$ cat config.mk
export PLATFORM = sky130hd
export DESIGN_NAME = pc_rx_rr_arbit
export DESIGN_NICKNAME = d
export VERILOG_FILES = /design/src/rtl/pc_rx_pkg.sv /design/src/rtl/pc_rx_rr_penc.sv /design/src/rtl/pc_rx_rr_arbit.sv
export SDC_FILE = /design/constraint.sdc
export NUM_CORES = 1
export LEC_CHECK = 0
export ABC_AREA = 1
export CORE_UTILIZATION = 30
export DETAILED_ROUTE_END_ITERATION = 6
export GPL_TIMING_DRIVEN = 0
export SKIP_LAST_GASP = 1
export SLEW_MARGIN = 20
export SYNTH_ARGS = -nofsm -noshare
export SYNTH_HDL_FRONTEND = slang
export SYNTH_SLANG_ARGS = --single-unit
$ cat constraint.sdc
create_clock -name i_clk_sys -period 4.1 [get_ports i_clk_sys]
set_clock_uncertainty 0.15 [all_clocks]
set_input_delay 0.82 -clock i_clk_sys [delete_from_list [all_inputs] [get_ports i_clk_sys]]
set_output_delay 0.82 -clock i_clk_sys [all_outputs]
set_load 0.1 [all_outputs]
$ cat src/rtl/pc_rx_pkg.sv
// rtl/pc_rx_pkg.sv - shared types, channel indices and width helper for the PC receive path
package pc_rx_pkg;

    typedef enum logic [1:0] {
        IDLE    = 2'd0,
        GRANT   = 2'd1,
        RELEASE = 2'd2
    } arb_state_t;

    localparam int CH_INS = 0;
    localparam int CH_CFG = 1;

    // Index width for a given count; never below 1 so single-bit selects stay legal.
    function automatic int clog2(input int value);
        int r;
        int v;
        r = 0;
        v = value - 1;
        while (v > 0) begin
            r = r + 1;
            v = v >> 1;
        end
        return (r < 1) ? 1 : r;
    endfunction

endpackage

$ cat src/rtl/pc_rx_rr_penc.sv
// rtl/pc_rx_rr_penc.sv - rotate-priority encoder: first requester searching from last+1
module pc_rx_rr_penc
    import pc_rx_pkg::*;
#(
    parameter int CH_NUM = 4,
    parameter int IW     = clog2(CH_NUM)
)
(
    input  logic [CH_NUM-1:0] i_req,
    input  logic [IW-1:0]     i_last,
    output logic [IW-1:0]     o_idx,
    output logic              o_any
);

    always_comb begin
        o_idx = '0;
        o_any = 1'b0;
        for (int k = 1; k <= CH_NUM; k++) begin
            if (!o_any && i_req[(int'(i_last) + k) % CH_NUM]) begin
                o_any = 1'b1;
                o_idx = IW'((int'(i_last) + k) % CH_NUM);
            end
        end
    end

endmodule

$ cat src/rtl/pc_rx_rr_arbit.sv
// rtl/pc_rx_rr_arbit.sv - round-robin read arbiter for the shared frame-data BRAM
// Optional grant watchdog with forced release: PC_RX_ARBIT_TMO_EN
module pc_rx_rr_arbit
    import pc_rx_pkg::*;
#(
    parameter int U_DLY   = 1,
    parameter int CH_NUM  = 4,
    parameter int ADDR_W  = 12,
    parameter int DATA_W  = 8,
    parameter int RD_LAT  = 1,
    parameter int TMO_CYC = 4096
)
(
    input  logic                     i_clk_sys,
    input  logic                     i_rst,
    input  logic [CH_NUM-1:0]        i_rd_req,
    output logic [CH_NUM-1:0]        o_rd_ack,
    input  logic [CH_NUM-1:0]        i_rd_done,
    input  logic [CH_NUM*ADDR_W-1:0] i_rd_addr,
    output logic [DATA_W-1:0]        o_rd_data,
    output logic [CH_NUM-1:0]        o_rd_data_valid,
    output logic [ADDR_W-1:0]        o_mux_ram_rd_addr,
    input  logic [DATA_W-1:0]        i_mux_ram_rd_data,
    output logic [clog2(CH_NUM)-1:0] o_grant_id,
    output logic                     o_busy,
    output logic                     o_tmo_err
);

    localparam int IW = clog2(CH_NUM);

    if (CH_NUM < 2 || CH_NUM > 16 || RD_LAT < 1 || RD_LAT > 4 || TMO_CYC < 2 || U_DLY < 0) begin : g_param_chk
        $error("pc_rx_rr_arbit: parameter out of range");
    end

    arb_state_t        r_state;
    logic [CH_NUM-1:0] r_ack;
    logic [IW-1:0]     r_grant;
    logic [IW-1:0]     r_last;
    logic [ADDR_W-1:0] r_addr;
    logic [CH_NUM-1:0] r_vpipe [RD_LAT+1];
    logic [IW-1:0]     w_idx;
    logic              w_any;
    logic [ADDR_W-1:0] w_sel_addr;

`ifdef PC_RX_ARBIT_TMO_EN
    localparam int TW = clog2(TMO_CYC) + 1;
    logic [TW-1:0] r_tmo_cnt;
    logic          r_tmo_err;
`endif

    pc_rx_rr_penc #(.CH_NUM(CH_NUM), .IW(IW)) u_penc (
        .i_req  (i_rd_req),
        .i_last (r_last),
        .o_idx  (w_idx),
        .o_any  (w_any)
    );

    assign w_sel_addr = i_rd_addr[r_grant*ADDR_W +: ADDR_W];

    always_ff @(posedge i_clk_sys) begin
        if (i_rst) begin
            r_state <= IDLE;
            r_ack   <= '0;
            r_grant <= '0;
            r_last  <= IW'(CH_NUM - 1);
            r_addr  <= '0;
`ifdef PC_RX_ARBIT_TMO_EN
            r_tmo_cnt <= '0;
            r_tmo_err <= 1'b0;
`endif
        end else begin
`ifdef PC_RX_ARBIT_TMO_EN
            r_tmo_err <= 1'b0;
`endif
            case (r_state)
                IDLE: begin
                    if (w_any) begin
                        r_grant <= w_idx;
                        r_last  <= w_idx;
                        r_ack   <= CH_NUM'(1) << w_idx;
                        r_state <= GRANT;
`ifdef PC_RX_ARBIT_TMO_EN
                        r_tmo_cnt <= '0;
`endif
                    end
                end
                GRANT: begin
                    r_addr <= w_sel_addr;
                    if (i_rd_done[r_grant]) begin
                        r_ack   <= '0;
                        r_state <= RELEASE;
                    end
`ifdef PC_RX_ARBIT_TMO_EN
                    // r_last already points at the stuck owner, so the next search skips it.
                    else if (r_tmo_cnt == TW'(TMO_CYC - 1)) begin
                        r_ack     <= '0;
                        r_tmo_err <= 1'b1;
                        r_state   <= RELEASE;
                    end else begin
                        r_tmo_cnt <= r_tmo_cnt + 1'b1;
                    end
`endif
                end
                default: r_state <= IDLE;
            endcase
        end
    end

    // r_ack is non-zero only in GRANT, so it doubles as the tag for the address just registered.
    always_ff @(posedge i_clk_sys) begin
        if (i_rst) begin
            for (int i = 0; i <= RD_LAT; i++) r_vpipe[i] <= '0;
        end else begin
            r_vpipe[0] <= r_ack;
            for (int i = 1; i <= RD_LAT; i++) r_vpipe[i] <= r_vpipe[i-1];
        end
    end

    assign o_rd_ack          = r_ack;
    assign o_rd_data         = i_mux_ram_rd_data;
    assign o_rd_data_valid   = r_vpipe[RD_LAT];
    assign o_mux_ram_rd_addr = r_addr;
    assign o_grant_id        = r_grant;
    assign o_busy            = (r_state != IDLE);
`ifdef PC_RX_ARBIT_TMO_EN
    assign o_tmo_err         = r_tmo_err;
`else
    assign o_tmo_err         = 1'b0;
`endif

endmodule

* Word level (Yosys, flattened, before mapping)
Memory sizes are Yosys's and may differ from the RTL's.
Cells that the tools add are included.
Widths: inputs -> output; s select.
** Operators by class
- Bitwise logic cells :: 6
- Eq/ne operators :: 3
- Multipliers :: 1
- Magnitude comparators :: 5
- Reduce and logical (&&, ||, !) cells :: 16
- Add/sub/neg operators :: 4
- Mux-type cells :: 33
- Shifts and indexed selects :: 2
** Operator list (count)
- $shiftx 48x7->12 :: 1
- $lt 3x4->1 const B :: 4
- $mux 1 :: 16
- $mux 4 :: 4
- $mux 2 :: 6
- $bmux 1 s2 :: 5
- $pmux 4 s2 :: 1
- $reduce_or 2->1 :: 4
- $add 2x1->2 const B :: 2
- $add 2x2->2 const B :: 2
- $and 1x1->1 const A :: 4
- $mul 2x2->4 const B :: 1
- $pmux 2 s2 :: 1
- $reduce_and 2->1 :: 2
- $reduce_bool 2->1 :: 2
- $shl 1x2->4 const A :: 1
- $logic_and 1x1->1 :: 3
- $logic_not 1->1 :: 3
- $lt 2x3->1 const B :: 1
- $reduce_and 3->1 :: 1
- $eq 2x1->1 const B :: 1
- $logic_not 2->1 :: 1
- $ne 2x1->1 const B :: 1
- $ne 2x2->1 const B :: 1
- $or 1x1->1 :: 2
** Storage, ports and cells
- Input port bits :: 66
- RAM bits :: 8
- Memories :: 1
- Register bits :: 22
- Logic and storage cells :: 76
- Output and inout bits :: 32
** Memories
- r_vpipe :: words 2, width 4, rd ports 2, clocked after Yosys merged registers in 0, write ports 2, line pc_rx_rr_arbit.sv:40 : logic [CH_NUM-1:0] r_vpipe [RD_LAT+1];

* Depth between registers and ports, before layout
Gate-level depths: netlist (run 1).
- Depth in word-level cells :: 19
- Mapped depth :: 13
- Mapped depth without buffers :: 12

* Cells and area by module
Synthesis (run 1) repeated with hierarchy kept, for this count alone.
** Second synthesis, totals
- Cells, all modules :: 286
- Area total of the unflattened synthesis :: 1829.3 um^2
** Modules (own cells, without submodules)
- pc_rx_rr_arbit :: area an instance 1557.7 um^2, sequential area each 600.6 um^2, cells an instance 234, times used 1
- pc_rx_rr_penc :: area an instance 271.5 um^2, sequential area each 0.0 um^2, cells an instance 52, times used 1

* Worst setup path after synthesis (run 1)
Ideal clock, no wire load.
- Kind :: reg-to-reg
- Start point :: register r_grant[0] (netlist: o_grant_id[0])
- End point :: register r_ack[1] (netlist: o_rd_ack[1])
- Cell stages (with the launch flop) :: 10
- Data arrival time :: 1938 ps
- Buffers on the path :: 1
- Required time :: 3883 ps
- Period minus slack after synthesis :: 2155 ps
- Library setup time :: 67 ps
- Setup slack :: 1945 ps
- Path through :: dfxtp_1 buf_2 inv_2 nand2_1 a21oi_1 nor3_2 nor2_2 nand2_2 nand2_1 o21ai_2
** On the way
- Longest elaborated chain between the ends :: 4
** Ends and longest elaborated chain
- start, declared :: line pc_rx_rr_arbit.sv:37 : logic [IW-1:0] r_grant;
- start signal, assigned :: line pc_rx_rr_arbit.sv:78 : r_grant <= w_idx;
- $bmux 1 s2 :: line pc_rx_rr_arbit.sv:89 : if (i_rd_done[r_grant]) begin
- $mux 1 (not written as such) :: line pc_rx_rr_arbit.sv:89
- $ne 2x2->1 (no source line)
- $reduce_and 3->1 (no source line)
- end signal, assigned :: line pc_rx_rr_arbit.sv:80 : r_ack <= CH_NUM'(1) << w_idx;
- end, declared :: line pc_rx_rr_arbit.sv:36 : logic [CH_NUM-1:0] r_ack;
No other way between the ends. The select of a mux whose other input is x is not followed.
A chain may end at the register's enable or synchronous reset.

* Worst setup path after layout (run 1)
- Start point :: input port i_mux_ram_rd_data[5]
- End point :: output port o_rd_data[5]
** RTL lines
- start, declared :: line pc_rx_rr_arbit.sv:23 : input logic [DATA_W-1:0] i_mux_ram_rd_data,
- end, declared :: line pc_rx_rr_arbit.sv:20 : output logic [DATA_W-1:0] o_rd_data,
No word-level cell between the ends.

==> run summary, run 1 <==
status = finished, final reports clean
Netlist Area Pre-Place = 1789 sq um
PwrDens = 780.8 nW/um^2
Synth Area in Simple Gates = 32.73%
Comb power frac = 68.9%
CTS clk-pin slew, worst paths = 60 ps
RSZ-0062 raised after global routing = false
setup TNS = 0 ps
delay-heaviest family, CP = buffers and inverters
Rows = 27
DIE AREA = 6277 sq um
Die Width = 79.23 um
clk_lat worst skew = 280 ps
Clock Sinks = 30
IO Count = 98
average cell area after synthesis = 6.413 sq um
Seq/Total Area, Yosys = 33.57%
Yosys warning total = 0
Max-Cap Viols = 0
Layout area overhead = 59.02%
DRC viols = 0
Sw Ratio = 57.77%
Critical Path Sink Type = output port
WP data arrival = 2020 ps
FF+latch count, synth = 30
Final #Nets = 439
adder-cell share of the synthesized area = 0%
Max VDD drop = 0.0003497 V
Worst Path Max Fanout = 1
Resized cells post-CTS = 0
Core Region = 5642 sq um
largest net degree at the start of global routing = 11
worst-case hold slack = 249.1 ps
Total GRT Usage = 16.78%
CP required = 3130 ps
Setup Buffers After CTS = 0
vias = 1984
GPL Wtd Cong = 0.7913
achievable clock frequency = 0.3350 GHz
Syn Inst Count = 279
root buffer cell = clkbuf_8
n_diodes = 0
Syn Nets = 345
CTS tree = yes
IO buf count = 87
Reg power frac = 19.9%
antenna viol nets, final = 0
crit share post-route = 72.81%
first-pass GRT wire length = 8142 um
most area-consuming cells after synthesis = dfxtp_1 (34%), nor2_1 (12%), o21ai_0 (10%)
Rel. slew slack = 30.59%
CP bufs+invs = 2
largest family of logic cells by synthesized area = simple AND/OR/NAND/NOR gates
Worst Hold Class = register to register
total placed cells including tap cells = 438
Power Internal = 0.0009382 W
Initial Utilization = 31.71%
CP Launch Type = primary input
post-synthesis cell type count = 27
grt ovf = 0
Final Hold Vio Count = 0
Net Sw Power = 0.001283 W
post-detailed-route wirelength per cell = 11.70 um
Vias/cell = 4.448
critical setup path kind = primary input to output port
Finished Layout Cells = 446
Setup-failing EPs final = 0
most area-hungry cell type in the Yosys netlist = dfxtp_1
initial antenna violation count = 0
violation count after the first detailed-route iteration = 110
XOR/XNOR Fraction of Synth Area = 0%
Final Max Tran Viols = 0
post-synth top area share = 33.57%
HPWL after DPL = 4020 um
CTS Buf Count = 5
Synth Area in Compound Gates = 17.62%
TritonRoute pass-1 iters = 4
Slew @ Worst Pin = 1038 ps
critical path, cell by cell = buf_4, clkdlybuf4s50_1
Crit-path slowest cell = clkdlybuf4s50_1
Clock Tree Buf Depth = 2
# hold bufs at CTS = 0
layout cells sized above 1 = 13.64%
vias in the first global route = 1719
Die Ht = 79.23 um
mux share of post-synthesis cell area = 0%
H-tree depth = 2
crit-path max cell delay = 1110 ps
min Tclk post-route = 2985 ps
Pleak = 1.267 nW
Clock power frac = 11.2%
drt total wl = 5220 um
==> layout make-up <==
cell class,instances,area (sq um)
clock inverters,2,12.51
clock buffers,6,82.58
plain buffers,26,157.7
repair buffers,87,870.8
well taps,72,90.09
multi-input cells,190,904.6
inverters,33,126.4
flip-flops and latches,30,600.6
fillers,575,2796
==> power groups by stage <==
stage	registers [W]	clock network [W]	logic (W)
6_report	0.000443	0.000249	0.00153
5_1_grt	0.000453	0.000266	0.00165
4_1_cts	0.000444	0.000254	0.00153
3_5_place_dp	0.000450	0	0.00153
3_3_place_gp	0.000448	0	0.00153
2_1_floorplan	0.000929	0	0.000684
==> per-layer routing <==
layer	global-route usage (%)	wire length, um
met4	8.000	93
met2	27.33	2461
met3	2.759	243
met1	21.39	2422
met5	0	0
==> per-stage QoR <==
step	power (W)	area, sq um	setup WS [ps]	util [%]
2_1_floorplan	0.001613	1789	1945	-
3_3_place_gp	0.001975	2750	1114	48.75
3_5_place_dp	0.001982	2750	1115	48.75
4_1_cts	0.002232	2845	1112	50.43
5_1_grt	0.002372	2845	1037	50.43
6_report	0.002222	2845	1115	50.43
==> registers in the layout, indices dropped and copies added, names as in the netlist <==
name	cells
r_vpipe	8
o_grant_id	2
r_last	2
r_state	2
o_mux_ram_rd_addr	12
o_rd_ack	4
==> final timing paths <==
path                              from                    to  slack (ps)  cells after the start
hold reg to reg          r_vpipe[0][1]         r_vpipe[0][5]         250                      2
hold / removal           r_vpipe[0][1]         r_vpipe[0][5]         250                      2
setup / recovery  i_mux_ram_rd_data[5]          o_rd_data[5]        1110                      2
setup reg to reg         o_grant_id[0]  o_mux_ram_rd_addr[2]        2360                      6
==> placed cells by master, fill, tap and decap left out, types with 2 or more instances in the layout <==
cell             Yosys  routed
nor2_1              58      58
clkdlybuf4s50_1      0      87
inv_1               30      30
o21ai_2              2       2
nand3_1              9       9
nand2_1             38      38
nand4_1              3       3
nor2_2               4       4
o21ai_0             37      37
o22ai_1             12      12
buf_1                2       2
dfxtp_1             30      30
clkbuf_1             7       7
buf_4               13      13
clkbuf_8             0       6
buf_2                3       3
inv_2                2       2
nand2_2             13      13
a21oi_1              6       6
==> kinds of logic (layout without fill, tap and decap cells) <==
family                 count (synthesis)  count (layout)
AND/OR/NAND/NOR                      131             131
buffers and inverters                 59             154
flip-flops                            30              30
other                                  1               1
AO/OA/AOI/OAI                         58              58
==> cells in the mapped netlist (all sizes together) <==
master   n
o21bai   1
nand4    3
dfxtp   30
buf     19
nand2   52
nand3   10
inv     33
nor4     1
o22ai   12
o21ai   39
clkbuf   7
conb     1
and2     1
a21oi    6
nor3     1
nor2    63
(Power assumes the default switching activity.)
==> inputs of run 2 (changes only) <==
==> constraint.sdc (replaced) <==
create_clock -name i_clk_sys -period 3 [get_ports i_clk_sys]
set_clock_uncertainty 0.15 [all_clocks]
set_input_delay 0.6 -clock i_clk_sys [delete_from_list [all_inputs] [get_ports i_clk_sys]]
set_output_delay 0.6 -clock i_clk_sys [all_outputs]
set_load 0.1 [all_outputs]
==> results of run 2 <==
The final DEF is identical to that of run 1. Status: finished, final reports clean.
Main changes from that run: setup slack after placement 1115 ps -> 455.4 ps; setup slack after layout 1115 ps -> 273.4 ps; start point of the critical path i_mux_ram_rd_data[5] -> r_state[0]; end point of the critical path o_rd_data[5] -> o_busy; register-to-register setup slack 2360 ps -> 1260 ps; total power 0.002222 W -> 0.003036 W; worst IR drop on VDD 0.0003497 V -> 0.0004779 V
==> inputs of run 3 (changes only) <==
--- a/config.mk
+++ b/config.mk
@@ -6,6 +6,7 @@
 export NUM_CORES = 1
 export LEC_CHECK = 0
 export ABC_AREA = 1
+export ABC_CLOCK_PERIOD_IN_PS = 3000
 export CORE_UTILIZATION = 30
 export DETAILED_ROUTE_END_ITERATION = 6
 export GPL_TIMING_DRIVEN = 0
==> results of run 3 <==
The final DEF is identical to that of run 1. Status: finished, final reports clean.
Main changes from that run: setup slack after placement 1115 ps -> 455.4 ps; setup slack after layout 1115 ps -> 273.4 ps; start point of the critical path i_mux_ram_rd_data[5] -> r_state[0]; end point of the critical path o_rd_data[5] -> o_busy; register-to-register setup slack 2360 ps -> 1260 ps; total power 0.002222 W -> 0.003036 W; worst IR drop on VDD 0.0003497 V -> 0.0004779 V
